==> src/rtl/imem_loader_pkg.sv <==
// Shared definitions for the instruction-memory loader: FSM encoding and frame layout.
package imem_loader_pkg;

    localparam logic [2:0] ST_LEN   = 3'd0;
    localparam logic [2:0] ST_DATA  = 3'd1;
    localparam logic [2:0] ST_CSUM  = 3'd2;
    localparam logic [2:0] ST_DONE  = 3'd3;
    localparam logic [2:0] ST_ERROR = 3'd4;

    localparam int LEN_BYTES  = 4;
    localparam int WORD_BYTES = 4;

endpackage

==> src/rtl/imem_loader_byte_packer.sv <==
// Shifts accepted bytes into a little-endian 32-bit word; flags the 4th byte.
module imem_loader_byte_packer
    import imem_loader_pkg::*;
(
    input  logic        clk,
    input  logic        reset,
    input  logic        clear,
    input  logic        byte_valid,
    input  logic [7:0]  byte_data,
    output logic [31:0] word,
    output logic        word_complete
);

    logic [31:0] shift_q;
    logic [1:0]  count_q;

    // The completed word is visible combinationally while its last byte is accepted,
    // so the owner can latch it on the same edge.
    assign word          = {byte_data, shift_q[31:8]};
    assign word_complete = byte_valid && (count_q == 2'(WORD_BYTES - 1));

    always_ff @(posedge clk or negedge reset) begin
        if (!reset) begin
            shift_q <= '0;
            count_q <= '0;
        end else if (clear) begin
            shift_q <= '0;
            count_q <= '0;
        end else if (byte_valid) begin
            shift_q <= word;
            count_q <= count_q + 2'd1;
        end
    end

endmodule

==> src/rtl/imem_loader.sv <==
// Framed byte-stream loader for instruction memory: length, LE words, XOR checksum.
// Handshake: a byte moves when in_valid && in_ready; in_ready depends only on state.
module imem_loader
    import imem_loader_pkg::*;
#(
    parameter int          DEPTH     = 64,
    parameter logic [31:0] BASE_ADDR = 32'h0000_0000
) (
    input  logic        clk,
    input  logic        reset,
    input  logic        in_valid,
    input  logic [7:0]  in_data,
    output logic        in_ready,
    input  logic        reload,
    output logic        mem_we,
    output logic [31:0] mem_addr,
    output logic [31:0] mem_wdata,
    output logic        cpu_hold,
    output logic        done,
    output logic        error,
    output logic [15:0] words_loaded,
    output logic [2:0]  dbg_state
);

    localparam int IDX_W = $clog2(DEPTH + 1);

    logic [2:0]       state_q;
    logic [31:0]      len_q;
    logic [IDX_W-1:0] idx_q;
    logic [7:0]       csum_q;

    logic        accept;
    logic        pack_valid;
    logic        do_reload;
    logic        last_word;
    logic [31:0] pk_word;
    logic        pk_complete;
    logic [31:0] idx_addr;

    assign in_ready  = (state_q == ST_LEN) || (state_q == ST_DATA) || (state_q == ST_CSUM);
    assign done      = (state_q == ST_DONE);
    assign error     = (state_q == ST_ERROR);
    assign cpu_hold  = (state_q != ST_DONE);
    assign dbg_state = state_q;

    assign accept     = in_valid && in_ready;
    assign pack_valid = accept && ((state_q == ST_LEN) || (state_q == ST_DATA));
    assign do_reload  = reload && ((state_q == ST_DONE) || (state_q == ST_ERROR));
    assign last_word  = (32'(idx_q) == (len_q - 32'd1));
    assign idx_addr   = BASE_ADDR + (32'(idx_q) << 2);

    imem_loader_byte_packer u_packer (
        .clk           (clk),
        .reset         (reset),
        .clear         (do_reload),
        .byte_valid    (pack_valid),
        .byte_data     (in_data),
        .word          (pk_word),
        .word_complete (pk_complete)
    );

    always_ff @(posedge clk or negedge reset) begin
        if (!reset) begin
            state_q      <= ST_LEN;
            len_q        <= '0;
            idx_q        <= '0;
            csum_q       <= '0;
            mem_we       <= 1'b0;
            mem_addr     <= BASE_ADDR;
            mem_wdata    <= '0;
            words_loaded <= '0;
        end else begin
            mem_we <= 1'b0;
            case (state_q)
                ST_LEN: begin
                    if (pk_complete) begin
                        len_q <= pk_word;
                        // Full 32-bit compare: upper length bits must not be dropped.
                        if (pk_word > 32'(DEPTH)) begin
                            state_q <= ST_ERROR;
                        end else if (pk_word == 32'd0) begin
                            state_q <= ST_CSUM;
                        end else begin
                            state_q <= ST_DATA;
                        end
                    end
                end
                ST_DATA: begin
                    if (accept) begin
                        csum_q <= csum_q ^ in_data;
                    end
                    if (pk_complete) begin
                        mem_we       <= 1'b1;
                        mem_wdata    <= pk_word;
                        mem_addr     <= idx_addr;
                        words_loaded <= words_loaded + 16'd1;
                        if (last_word) begin
                            state_q <= ST_CSUM;
                        end else begin
                            idx_q <= idx_q + 1'b1;
                        end
                    end
                end
                ST_CSUM: begin
                    if (accept) begin
                        state_q <= (in_data == csum_q) ? ST_DONE : ST_ERROR;
                    end
                end
                ST_DONE, ST_ERROR: begin
                    if (do_reload) begin
                        state_q      <= ST_LEN;
                        len_q        <= '0;
                        idx_q        <= '0;
                        csum_q       <= '0;
                        mem_addr     <= BASE_ADDR;
                        words_loaded <= '0;
                    end
                end
                default: begin
                    state_q <= ST_LEN;
                end
            endcase
        end
    end

endmodule
==> config.mk <==
export PLATFORM = sky130hd
export DESIGN_NAME = imem_loader
export DESIGN_NICKNAME = d
export VERILOG_FILES = /design/src/rtl/imem_loader_pkg.sv /design/src/rtl/imem_loader_byte_packer.sv /design/src/rtl/imem_loader.sv
export SDC_FILE = /design/constraint.sdc
export NUM_CORES = 1
export LEC_CHECK = 0
export CORE_ASPECT_RATIO = 0.6
export CORE_MARGIN = 2
export CORE_UTILIZATION = 56
export CTS_BUF_LIST = sky130_fd_sc_hd__clkbuf_4
export CTS_CLUSTER_DIAMETER = 60
export CTS_CLUSTER_SIZE = 14
export DETAILED_ROUTE_END_ITERATION = 12
export PLACE_DENSITY = 0.86
export SLEW_MARGIN = 20
export SYNTH_ARGS = -nofsm -noshare
export SYNTH_HDL_FRONTEND = slang
export SYNTH_SLANG_ARGS = --single-unit
==> constraint.sdc <==
create_clock -name clk -period 3.1 [get_ports clk]
set_input_delay 0.62 -clock clk [delete_from_list [all_inputs] [get_ports clk]]
set_output_delay 0.62 -clock clk [all_outputs]
set_load 0.02 [all_outputs]
==> impl_metrics.ini <==
[power]
worst_ir_drop_vdd_mv = 0.563
power.leakage_uw = 0.00356
powerDensity_nw_per_um2 = 1030

[critical_path]
cp_max_fo = 8
cp_data_required_time_ps = 3530
critPathMaxStageDelay_ps = 610
reg2reg_depth = 9
worstPathArrival_ps = 3450
critPathTopFamily = simple AND/OR/NAND/NOR gates
start_kind = register
path_class = reg2reg
path_depth = 9
worstPathCellList = or4_1, nor4_2, xor2_1, nor4_2, nand4_1, nor4_1, buf_4, nor3b_1, o31a_1
crit_path_top_delay_cell = or4_1
crit_top_cell = nor4_2
path_buf_inv = 1
end_kind = register

[synth]
syn_area_per_cell_um2 = 9.23
netlist_area_um2 = 6460
synth_edf_count = 0
synthCells = 700
yosysSeqAreaShare_pct = 51.1
yosysWarningCount = 0
async_flop_share_pct = 100
yosysUniqueCellTypes = 53
ys_ff_latch = 132
ys.flop_type = dfrtp_1

[final_layout]
fin_nets = 795
fin_cells = 936
drive_gt1_share_pct = 10.6
register_area_um2 = 3310
diodes = 0
area_delta_synth_final_pct = 18.7
nFillCells = 853
multi_input_area_um2 = 2920

[detailed_routing]
drt-pass1-iter-count = 5
wire_per_inst_um = 18.4
drt_iter0_markers = 600
finalWirelength_um = 17200
vias = 5649
vias_per_cell = 6.04
drc = 0
ant_nets = 0

[place]
gp_congestion = 0.943
io_buffer_count = 74
placed_cells = 902
dp_slack_ps = 94.3
hpwl_um = 12100

[timing]
finalMaxSlewViolations = 0
slew_headroom_pct = 42.3
setup_viol = 0
period_minus_slack_ps = 3010
clock.fmax_ghz = 0.332
setup_slack_ps = 85.8
fin_crit_sh_pct = 97.2
worstMarginPinSlew_ps = 863
hold_viol = 0
fin_skew_ps = 22.0

[global_routing]
gr-usage-all-layers_pct = 28.8
grt_first_pass_wirelength_um = 27600
overflow = 0
grt_max_degree = 73
antenna_found_initial = 0
first_global_vias = 5171

[floorplan]
core_region_area_um2 = 11300
row_count = 30
io_pins = 100
initial_utilization_pct = 57.4
die_y_um = 87.2
dieArea_um2 = 12400
fp.dieW_um = 143

[outcome]
status = completed

[clock_network]
cts_tree = yes
cts_buffer_depth = 2
insertion_delay_ps = 540
numCtsBuffers = 17
cts_sinks = 132
htreeDepth = 4
root_buffer = clkbuf_4
clk_pin_slew_ps = 120

[flow_run]
drv_cap = 0

[min_path]
hp-class = reg2reg
min_path_cells = 2
[power breakdown]
part           leakage, uW  switching (uW)  total, uW  internal (uW)
Sequential         0.00178             732       3010           2270
Combinational      0.00165            2130       3790           1660
Clock             0.000136             685       1100            415
Total              0.00356            3550       7890           4350
[cell usage in the layout (no fill, tap or decap), types with 15 or more instances in the layout]
cell type,n
a21oi_1,46
nor2_1,38
nand3_1,16
o21ai_0,27
xor2_1,22
a22o_1,39
dfrtp_1,129
clkdlybuf4s50_1,73
clkbuf_4,18
nand2_1,171
conb_1,25
nor4_1,15
buf_4,28
[worst register-to-register path, cell delays in order, from the launching register on]
cell and delay [ps]:
dfrtp_1 480, or4_1 610, nor4_2 300, xor2_1 130, nor4_2 300, nand4_1 220
nor4_1 380, buf_4 180, nor3b_1 50, o31a_1 290
[kinds of logic after synthesis]
logic type                 Yosys count  synth area share (%)
xor gates and xnor gates            33                  4.47
muxes                                4                 0.639
AOI/OAI and AO/OA                  136                  13.8
buffers and inverters               74                  5.98
other                                1                0.0581
and+or+nand+nor                    316                  23.1
adders and majority gates            4                 0.775
DFF                                132                  51.1
[final timing paths]
kind	start	endpoint	slack, ps
max	len_q[8]$_DFFE_PN0P_	dbg_state[0]$_DFFE_PN0P_	90
min	mem_wdata[21]$_DFFE_PN0P_	mem_wdata[21]$_DFFE_PN0P_	490
max reg2reg	len_q[8]$_DFFE_PN0P_	dbg_state[0]$_DFFE_PN0P_	90
min reg2reg	mem_wdata[21]$_DFFE_PN0P_	mem_wdata[21]$_DFFE_PN0P_	490
max in group asynchronous	reset	len_q[27]$_DFFE_PN0P_	1780
min in group asynchronous	reset	mem_wdata[31]$_DFFE_PN0P_	560
[cell usage after synthesis (3+ instances only)]
library cell,instances,area [um^2]
inv_1,6,22.5
nor3_1,10,50.1
nor3b_1,6,45.0
nand2b_1,3,18.8
ha_1,4,50.1
clkbuf_1,36,135
a22o_1,39,342
nor2b_1,3,18.8
or3_1,8,50.1
dfrtp_1,132,3300
nand3_1,16,80.1
nand2_1,171,642
mux2i_1,3,30.0
xor2_1,22,193
a211oi_1,4,30.0
and3_1,3,18.8
xnor2_1,11,96.3
o31ai_1,5,37.5
buf_1,4,15.0
o21ai_0,27,135
nor2_1,39,146
a21oi_1,48,240
nand4_1,11,68.8
or4_1,7,52.6
nor4_1,19,119
buf_4,25,188
and2_1,5,31.3
o31a_1,3,26.3
[through the flow]
stage | util (%) | instance area [um^2] | total power, uW | TNS (ps) | hold WS (ps)
after floorplan | - | 6550 | 5230 | 0 | 324
after global placement | 65.1 | 7330 | 6400 | 0 | 459
after detailed placement | 65.1 | 7330 | 6560 | 0 | 462
after CTS | 67.5 | 7610 | 7670 | 0 | 493
after global routing | 68.1 | 7670 | 8390 | -15.0 | 518
final | 68.1 | 7670 | 7890 | 0 | 492
[per-layer routing]
metal / part of all wire, % / vias to the layer above / global-route usage, %
li1: - / 2546 / -
met1: 47 / 2794 / 45.5
met2: 43 / 277 / 38.9
met3: 8.3 / 32 / 7.92
met4: 1.5 / 0 / 7.47
met5: 0 / - / 0
[state kept, by name, summed over array words and instances (netlist names)]
name and flops:
mem_we 1, len_q 32, idx_q 7, mem_addr 7
dbg_state 3, u_packer.count_q 2, mem_wdata 32, words_loaded 16
u_packer.shift_q 24, csum_q 8
[layout make-up]
type                       instances  area share (%)
sequential                       132            43.1
multi-input combinational        518            38.1
timing repair buffer             103            12.7
tap                              144            2.35
clock buffer                      18            1.76
clock inverter                    14            1.65
inverter                           7           0.343
[timing repair]
action                                 CTS  global route
resized for setup                        0            11
hold buffers                             1             0
setup endpoints to repair                0             8
endpoints found under the hold margin   29             0
setup buffers                            0             1
No activity file was read; power rests on OpenSTA's default activity.
